**config.mk**
```make
export PLATFORM = sky130hd
export DESIGN_NAME = cmp_rr_sched
export DESIGN_NICKNAME = d
export VERILOG_FILES = /design/src/rtl/cmp_rr_sched.sv
export SDC_FILE = /design/constraint.sdc
export NUM_CORES = 1
export LEC_CHECK = 0
export ABC_AREA = 1
export CAP_MARGIN = 20
export CELL_PAD_IN_SITES_DETAIL_PLACEMENT = 1
export CELL_PAD_IN_SITES_GLOBAL_PLACEMENT = 2
export CORE_AREA = 2 2 85 87
export DETAILED_ROUTE_END_ITERATION = 6
export DIE_AREA = 0 0 87 89
export PLACE_DENSITY = 0.75
export SETUP_SLACK_MARGIN = 0.15
export SYNTH_ARGS = -nofsm -noshare
export SYNTH_HDL_FRONTEND = slang
export SYNTH_SLANG_ARGS = --single-unit
```
**constraint.sdc**
```tcl
create_clock -name clk -period 3.3 [get_ports clk]
set_input_delay 0.66 -clock clk [delete_from_list [all_inputs] [get_ports clk]]
set_output_delay 0.66 -clock clk [all_outputs]
set_load 0.02 [all_outputs]
```
**src/rtl/cmp_rr_sched.sv**
```systemverilog
// Round-robin scheduler sharing one 4-bit magnitude comparator among NREQ requesters.
// A winner is granted, its operands are latched and compared, and the result returns with a done pulse.

module mag_cmp4 (
  input  logic [3:0] a,
  input  logic [3:0] b,
  output logic       agtb,
  output logic       altb,
  output logic       aeqb
);
  assign agtb = (a > b);
  assign altb = (a < b);
  assign aeqb = (a == b);
endmodule

module cmp_rr_sched #(
  parameter int NREQ = 4
) (
  input  logic                 clk,
  input  logic                 rst_n,
  input  logic [NREQ-1:0]      req,
  input  logic [4*NREQ-1:0]    a_in,
  input  logic [4*NREQ-1:0]    b_in,
  output logic [NREQ-1:0]      gnt,
  output logic [NREQ-1:0]      done,
  output logic                 agtb,
  output logic                 altb,
  output logic                 aeqb,
  output logic                 busy
);
  localparam int IW = (NREQ > 1) ? $clog2(NREQ) : 1;

  localparam logic [1:0] IDLE  = 2'd0;
  localparam logic [1:0] GRANT = 2'd1;
  localparam logic [1:0] CMP   = 2'd2;
  localparam logic [1:0] RESP  = 2'd3;

  logic [1:0]    state;
  logic [IW-1:0] ptr;
  logic [IW-1:0] win;
  logic [IW-1:0] win_next;
  logic [IW-1:0] pick;
  logic          found;
  int            cand;
  logic [3:0]    a_q;
  logic [3:0]    b_q;
  logic          c_gt;
  logic          c_lt;
  logic          c_eq;
  logic [3:0]    a_arr [NREQ];
  logic [3:0]    b_arr [NREQ];

  for (genvar g = 0; g < NREQ; g++) begin : g_slice
    assign a_arr[g] = a_in[4*g +: 4];
    assign b_arr[g] = b_in[4*g +: 4];
  end

  // First requester at or above the pointer, wrapping past NREQ-1 back to 0.
  always_comb begin
    pick  = ptr;
    found = 1'b0;
    cand  = 0;
    for (int k = 0; k < NREQ; k++) begin
      cand = int'(ptr) + k;
      if (cand >= NREQ) cand = cand - NREQ;
      if (!found && req[IW'(cand)]) begin
        found = 1'b1;
        pick  = IW'(cand);
      end
    end
  end

  assign win_next = (win == IW'(NREQ-1)) ? '0 : win + IW'(1);

  mag_cmp4 u_cmp (
    .a    (a_q),
    .b    (b_q),
    .agtb (c_gt),
    .altb (c_lt),
    .aeqb (c_eq)
  );

  // An abort (winner drops req in GRANT/CMP) still moves the pointer past the winner.
  always_ff @(posedge clk) begin
    if (!rst_n) begin
      state <= IDLE;
      ptr   <= '0;
      win   <= '0;
      a_q   <= '0;
      b_q   <= '0;
      agtb  <= 1'b0;
      altb  <= 1'b0;
      aeqb  <= 1'b0;
    end else begin
      case (state)
        IDLE: begin
          if (found) begin
            win   <= pick;
            a_q   <= a_arr[pick];
            b_q   <= b_arr[pick];
            state <= GRANT;
          end
        end
        GRANT: begin
          if (!req[win]) begin
            ptr   <= win_next;
            state <= IDLE;
          end else begin
            state <= CMP;
          end
        end
        CMP: begin
          if (!req[win]) begin
            ptr   <= win_next;
            state <= IDLE;
          end else begin
            agtb  <= c_gt;
            altb  <= c_lt;
            aeqb  <= c_eq;
            state <= RESP;
          end
        end
        RESP: begin
          ptr   <= win_next;
          state <= IDLE;
        end
        default: state <= IDLE;
      endcase
    end
  end

  always_comb begin
    gnt  = '0;
    done = '0;
    if (state != IDLE) gnt[win] = 1'b1;
    if (state == RESP) done[win] = 1'b1;
  end

  assign busy = (state != IDLE);

endmodule
```
* Word level (Yosys, flattened, before mapping) *
Index checks and enable logic that the tools add are counted.

word-level totals
  register bits = 17
  output and inout port bits = 12
  word-level logic and storage cells = 94

operators by class
  add/sub/neg operators = 8
  $lt $le $gt $ge = 13
  equality and inequality tests = 7
  mux-type cells = 43
  bitwise operators = 1
  reductions and logical operators = 14

operators with widths
  kind                   count
  $mux W2                13
  $mux W4                6
  $bmux W4 S2            2
  $lt A2 B4 Y1 const B   4
  $mux W1                14
  $ge A3 B3 Y1 const B   4
  $bmux W1 S2            5
  $pmux W2 S4            1
  $sub A2 B1 Y2 const B  4
  $add A2 B2 Y3 const B  2
  $eq A2 B2 Y1 const B   3
  $reduce_and A2 Y1      3
  $eq A4 B4 Y1           1
  $gt A4 B4 Y1           1
  $logic_and A1 B1 Y1    4
  $lt A4 B4 Y1           1
  $ne A2 B2 Y1 const B   2
  $pmux W2 S2            1
  $reduce_bool A2 Y1     2
  $add A2 B1 Y3 const B  1
  $ge A2 B3 Y1 const B   1
  $logic_not A1 Y1       3
  $lt A2 B3 Y1 const B   1
  $not A2 Y3             1
  other kinds (6)        6

* Longest topological paths before layout *
  depth after elaboration = 19
  depth in mapped cells = 18

* Cells and area by module *
Synthesis repeated with hierarchy kept, for this count alone.

second synthesis, totals
  cells, all modules = 256
  area, all modules = 1582.8 um^2

modules (own cells, without submodules)
  module        times used  cells an instance  area each (um^2)  sequential area each (um^2)
  cmp_rr_sched  1           236                1467.7            340.3
  mag_cmp4      1           20                 115.1             0.0

* Least setup slack after synthesis *
Ideal clock, no wire load.

  path kind = input -> register
  start = input req[1]
  end = register b_q[3]
  setup time = 0.110 ns
  arrival time = 1.846 ns
  required time = 3.190 ns
  slack = 1.344 ns
  stages on the path = 15
  path through = nand2_1 nand2_1 nand2_1 nand2_1 nor2_8 nand3_4 nand2_4 nand2_4 buf_6 nand2_2 nand2_1 nand3_1 nand3_1 nand2_1 inv_1

on the way
  word-level cells in the longest chain between the ends = 17

ends and longest elaborated chain
  element                                     line  RTL
  from (decl)                                 21    input logic [NREQ-1:0] req,
  $bmux W1 S2                                 66    if (!found && req[IW'(cand)]) begin
  $mux W1 (implied by the code) (2 in a row)  66
  $mux W1                                     66
  $logic_not A1 Y1                            66
  $logic_and A1 B1 Y1                         66
  $mux W1                                     66
  $logic_not A1 Y1                            66
  $logic_and A1 B1 Y1                         66
  $mux W1                                     66
  $logic_not A1 Y1                            66
  $logic_and A1 B1 Y1                         66
  $mux W2                                     66
  $not A2 Y3 (implied by the code)            100   b_q <= b_arr[pick];
  $bmux W4 S2                                 100
  $mux W4 (implied by the code) (2 in a row)  100
  to (signal assigned)                        100
  to (decl)                                   46    logic [3:0] b_q;

Several ways; a longest one is shown, not always the timed one. The select of a mux whose other input is x is not followed.
A chain may end at the register's enable or synchronous reset.

* Worst setup path in the final report *
  start = input req[0]
  end = register a_q[2]

on the way
  word-level cells in the longest chain between the ends = 17

ends and longest elaborated chain
  element                                     line  RTL
  $bmux W1 S2                                 66
  $mux W1 (implied by the code) (2 in a row)  66
  $mux W1                                     66
  $logic_not A1 Y1                            66
  $logic_and A1 B1 Y1                         66
  $mux W1                                     66
  $logic_not A1 Y1                            66
  $logic_and A1 B1 Y1                         66
  $mux W1                                     66
  $logic_not A1 Y1                            66
  $logic_and A1 B1 Y1                         66
  $mux W2                                     66
  $not A2 Y3 (implied by the code)            99    a_q <= a_arr[pick];
  $bmux W4 S2                                 99
  $mux W4 (implied by the code) (2 in a row)  99
  to (signal assigned)                        99
  to (decl)                                   45    logic [3:0] a_q;

Several ways; a longest one is shown, not always the timed one. The select of a mux whose other input is x is not followed.

==> flow_summary.yaml <==
global_routing:
  grt_max_degree: 18
  grt_overflow: 0
  first_global_vias: 1723
  grtUsageTotal_pct: 11.96
  grt_pass1_wl_mm: 7.583
  antenna_found_initial: 0
worst_setup_path:
  reg2reg_to: "a_q[2]"
  reg2reg_from: "ptr[0]"
  cp_max_fo: 17
  crit_end: "a_q[2]"
  crit_arrival_ns: 2.76
  worstSetupStartpoint: "req[0]"
  crit_required_ns: 3.50
  cp-end-kind: "flip-flop"
  reg2reg_slack_ns: 1.00
  reg2regPathDepth: 14
  crit_path_start_kind: "input port"
  critPathKind: "input port to flip-flop"
clock_network:
  cts_buffers: 3
  htreeDepth: 1
  clkLatencyLatePin_ns: 0.25
  cts_tree: "yes"
  clk_pin_slew_ns: 0.06
  cts_max_path_buffers: 2
  numClockSinks: 17
  cts_resized: 0
  ctsHoldBuffers: 0
  cts_root_buf: "clkbuf_8"
  post_cts_buffers: 0
floorplan:
  die_x_um: 87
  die_h_um: 89
  initial_utilization_pct: 23.72
  core_area_um2: 6719
  ios: 50
  placementRows: 30
  die-area_um2: 7743
cells_and_area:
  final_core_util_pct: 32.48
  layout_commonest_cell: "nand2_1"
  drive_above_1_share_pct: 7.641
  area_growth_pct: 36.89
  layout_common_cells: "87 x nand2_1, 49 x clkdlybuf4s50_1, 38 x nand3_1"
  fin_nets: 352
  insertedDiodeCount: 0
  stdcell_area_um2: 2182
placed_design:
  portBuffers: 49
  dp_hpwl_mm: 3.596
  place_ws_ns: 0.4703
  place_area_um2: 2137
  gp_congestion: 0.7468
pwr:
  p_per_area_nw_per_um2: 779.0
  ir_drop_v: 0.0002781
  leakage_nw: 1.057
drt:
  avgViaCountPerCell: 4.449
  avgRoutedWirePerCell_um: 11.53
  drt_iter0_markers: 18
  drc: 0
  vias: 1695
  wirelength_mm: 4.392
  dr.pass1.iters: 3
  ant_nets: 0
outcome:
  status: "complete, no violations"
logic_synthesis:
  synth_cell_type_count: 28
  avgSynthCellArea_um2: 6.276
  synth_edf_count: 0
  ys_seq_elements: 17
  synth_area_um2: 1594
  synth-async-reset-ratio_pct: 0
  synth.yosys.seq_area_share_pct: 21.35
  synthFlopType: "dfxtp_1"
  synth_warnings: 0
  synth_cells: 254
  synth_nets: 304
sta:
  post-route-period-util_pct: 77.44
  period_needed_ns: 2.556
  tightest_slew_ns: 0.5021
  final-max-slew-violation-count: 0
  setup-violations-final: 0
  hold_viol: 0
  grt_setup_unrepaired: "no"
  relSlewSlack_pct: 66.48
  setup_tns_ns: 0
  finClkSkew_ns: 0.003477
  timing.hold.ws_ns: 0.4708
  fmax_ghz: 0.3913
  final_critical_path_setup_slack_ns: 0.7444
job:
  drv_cap: 0
worst_hold_path:
  holdCritPathClass: "flip-flop to flip-flop"
==> state kept, by name (all words and copies together) (netlist names) <==
name,flops
state,2
aeqb,1
ptr,2
altb,1
a_q,4
b_q,4
win,2
agtb,1
==> metal layers <==
| layer | part of all wire (%) | wire [um] | GRT usage (%) | vias up |
|---|---|---|---|---|
| li1 | - | - | - | 903 |
| met1 | 47 | 2070 | 14.47 | 752 |
| met2 | 49 | 2136 | 22.41 | 35 |
| met3 | 3.4 | 149 | 1.662 | 5 |
| met4 | 0.80 | 35 | 2.557 | 0 |
| met5 | 0 | 0 | 0 | - |
==> Yosys cell counts (2+ instances only) <==
cell / n / area (um^2)
buf_6: 3 / 33.78
nand2_4: 6 / 67.56
a211oi_1: 2 / 15.01
nor2_1: 15 / 56.30
buf_2: 2 / 10.01
ha_1: 12 / 150.1
nor3_2: 3 / 30.03
nand3_1: 38 / 190.2
o21ai_0: 8 / 40.04
nand2_2: 3 / 18.77
a21oi_1: 11 / 55.05
inv_1: 33 / 123.9
dfxtp_1: 17 / 340.3
nand2_1: 87 / 326.6
==> cell type report <==
class / instances / area [um^2]
Multi-Input combinational cell: 196 / 1070
Inverter: 35 / 136.4
Fill cell: 870 / 4537
Tap cell: 80 / 100.1
Sequential cell: 17 / 340.3
Clock buffer: 4 / 45.04
Timing Repair Buffer: 49 / 490.5
==> how the worst min path moves through the flow <==
stage | startpoint | endpoint | slack [ns] | cells after the start
5_1_grt | agtb | agtb | 0.50 | 2
3_5_place_dp | aeqb | aeqb | 0.47 | 2
6_report | agtb | agtb | 0.47 | 2
4_1_cts | aeqb | aeqb | 0.48 | 2
3_3_place_gp | aeqb | aeqb | 0.45 | 2
2_1_floorplan | state[1] | state[1] | 0.49 | 2
==> worst max-delay path: stages <==
cell and delay [ns]:
clkdlybuf4s50_1 0.55, nand2_1 0.08, nand2_1 0.15, nand2_1 0.07
nand2_1 0.19, nand4_4 0.30, nand2_4 0.31, nand2_1 0.08
nand2_1 0.06, nand3_1 0.09, nand3_1 0.09, nand2_1 0.05
inv_1 0.06
==> stage by stage <==
stage / power [W] / std cells
after global placement: 0.001558 / 377
after CTS: 0.001744 / 381
after global routing: 0.001934 / 381
final: 0.001700 / 381
after detailed placement: 0.001583 / 377
after floorplan: 0.001317 / 254
==> logic make-up (layout without fill, tap and decap cells) <==
| kind of cell | after synthesis | in the layout | share of synthesized area [%] |
|---|---|---|---|
| AOI/OAI and AO/OA | 27 | 27 | 9.655 |
| adders and majority gates | 12 | 12 | 9.419 |
| buffers and inverters | 41 | 88 | 11.54 |
| DFF | 17 | 17 | 21.35 |
| and+or+nand+nor | 157 | 157 | 48.04 |
==> report_power, final <==
group | total [W] | switching (W) | internal, W
clock | 0.000154 | 0.0000687 | 0.0000857
combinational | 0.00122 | 0.000798 | 0.000420
sequential | 0.000328 | 0.0000623 | 0.000265
total | 0.00170 | 0.000929 | 0.000771
(Power assumes the default switching activity.)
==> edit (same settings) <==
Make the reset (`rst_n`) asynchronous in one clocked block.
--- a/src/rtl/cmp_rr_sched.sv
+++ b/src/rtl/cmp_rr_sched.sv
@@ -83,3 +83,3 @@
   // An abort (winner drops req in GRANT/CMP) still moves the pointer past the winner.
-  always_ff @(posedge clk) begin
+  always_ff @(posedge clk or negedge rst_n) begin
     if (!rst_n) begin
Check against the original RTL: differs if rst_n is asserted again (counterexample within 4 cycles, from zero or initial values and one cycle with rst_n low); with rst_n held inactive, the same outputs for 10 cycles.
==> edit against the original RTL <==
  * Sequential cell count unchanged
  * Combinational power rose by 46%
  * Worst setup slack worse by 8.3 ps
  * Register-to-register slack lost 260 ps
  * Power up 39%
  * Synthesized area rose by 6.0%
  * Non-clock buffer count unchanged
  * Cell area is 3.8% higher
  * Worst hold slack improved by 14 ps
  * Wire length rose by 11%
  * Largest cell class unchanged
==> edit: results (changes against the original RTL) <==
clk buf depth - 2 (unchanged)
drt pass-1 iters - 4 (+1)
Relative slew margins - 47.4% (-19 points)
Leak - 0.00121 uW (+14%)
NumNets Final - 367 (+4.3%)
clk_skew - 2.73 ps (-0.745 ps)
clk tree area frac - 1.99% (-0.076 points)
r2r endpoint - a_q[3]
crit-path max FO - 19 (+2)
Critical Path Source - req[3]
Crit path max-delay family - simple AND/OR/NAND/NOR gates
DR WL/cell - 12.3 um (+6.5%)
Fillers - 869 (-0.11%)
Post-synth ARST share - 100% (+100 points)
largest net degree at the start of global routing - 20 (+2)
Cell variety after synth - 29 (+3.6%)
critical path type - in -> reg
Register Area - 425 sq um (+25%)
Iteration-0 DRC Markers - 48 (+30)
All-Layer GR Usage - 13.7% (+1.7 points)
Final HPWL DP - 3890 um (+8.2%)
count leader, synth - nand2_1
syn_nets - 320 (+5.3%)
CTS buffer count - 3 (unchanged)
top cells by count, synth - 137 x nand2_1, 30 x nand3_1, 25 x inv_1, 17 x dfrtp_1, 12 x ha_1
Main synth FF type - dfrtp_1
Post-DP Area - 2220 sq um (+3.9%)
biggest regs - a_q: 4 flops, b_q: 4 flops
global-route wire length before repair - 8460 um (+12%)
Via density - 4.42 (-0.55%)
reg-to-reg slack, setup - 740 ps (-260 ps)
vias in the first global route - 1781 (+3.4%)
FF-to-FF Start - ptr[0]
invs w/o clock - 29 (-17%)
IR drop worst, VDD - 291 uV (+4.7%)
non-clock buffer area fraction after layout - 21.6% (-0.83 points)
Seq/Total Area, Yosys - 25.2% (+3.8 points)
status - complete, no violations
GPL Wtd Cong - 0.739 (-1.0%)
multi-input gate count - 217 (+11%)
dominant cells by area after synthesis - nand2_1 30%, dfrtp_1 25%, ha_1 8.9%
multi-input combinational area share - 48.3% (-0.76 points)
Mapped Avg Cell Area - 6.26 sq um (-0.31%)
ratio of cells with drive above 1 in the final layout - 6.96% (-0.68 points)
-- edit: changes by cell type after synthesis, moves of 9 or more --
cell | unedited run | this run
dfrtp_1 | 0 | 17
dfxtp_1 | 17 | 0
nand2_1 | 87 | 137
nor2_1 | 15 | 6
-- edit: per-layer routing --
metal	wire [um]	vias up	share of wire [%]	GRT usage [%]
met2	2270	42	47	23.9
met3	235	2	4.8	3.14
met5	0	-	0	0
met4	10	0	0.21	1.70
met1	2350	773	48	17.7
li1	-	935	-	-
-- edit: logic make-up (layout without fill, tap and decap cells) --
group	count (synthesis)	in the layout	synth area share (%)
flip-flops	17	17	25.2
adder cells (fa/ha/maj)	12	12	8.89
buffers and inverters	36	82	10.1
AO/OA/AOI/OAI	17	17	6.44
AND/OR/NAND/NOR	188	188	49.4
-- edit: how the worst min path moves through the flow --
stage,end,startpoint,cells past startpoint
6_report,b_q[2],b_q[2],2
5_1_grt,b_q[2],b_q[2],2
4_1_cts,b_q[2],b_q[2],2
3_5_place_dp,b_q[2],b_q[2],2
3_3_place_gp,b_q[2],b_q[2],2
2_1_floorplan,a_q[0],rst_n,0
-- edit: stage by stage --
stage / power (uW) / setup WS, ps / hold WS (ps) / instances / utilization (%)
floorplan: 1810 / 1380 / 364 / 270 / -
global placement: 2230 / 438 / 466 / 392 / 33.1
detailed placement: 2260 / 428 / 471 / 392 / 33.1
CTS: 2420 / 675 / 489 / 396 / 33.7
global route: 2730 / 397 / 507 / 396 / 33.7
finish: 2360 / 736 / 485 / 396 / 33.7
-- edit: power by group --
part	internal, uW	leakage (uW)	switching (uW)
combinational	614	0.000973	1170
sequential	312	0.000213	111
clock	85.6	0.0000228	67.9
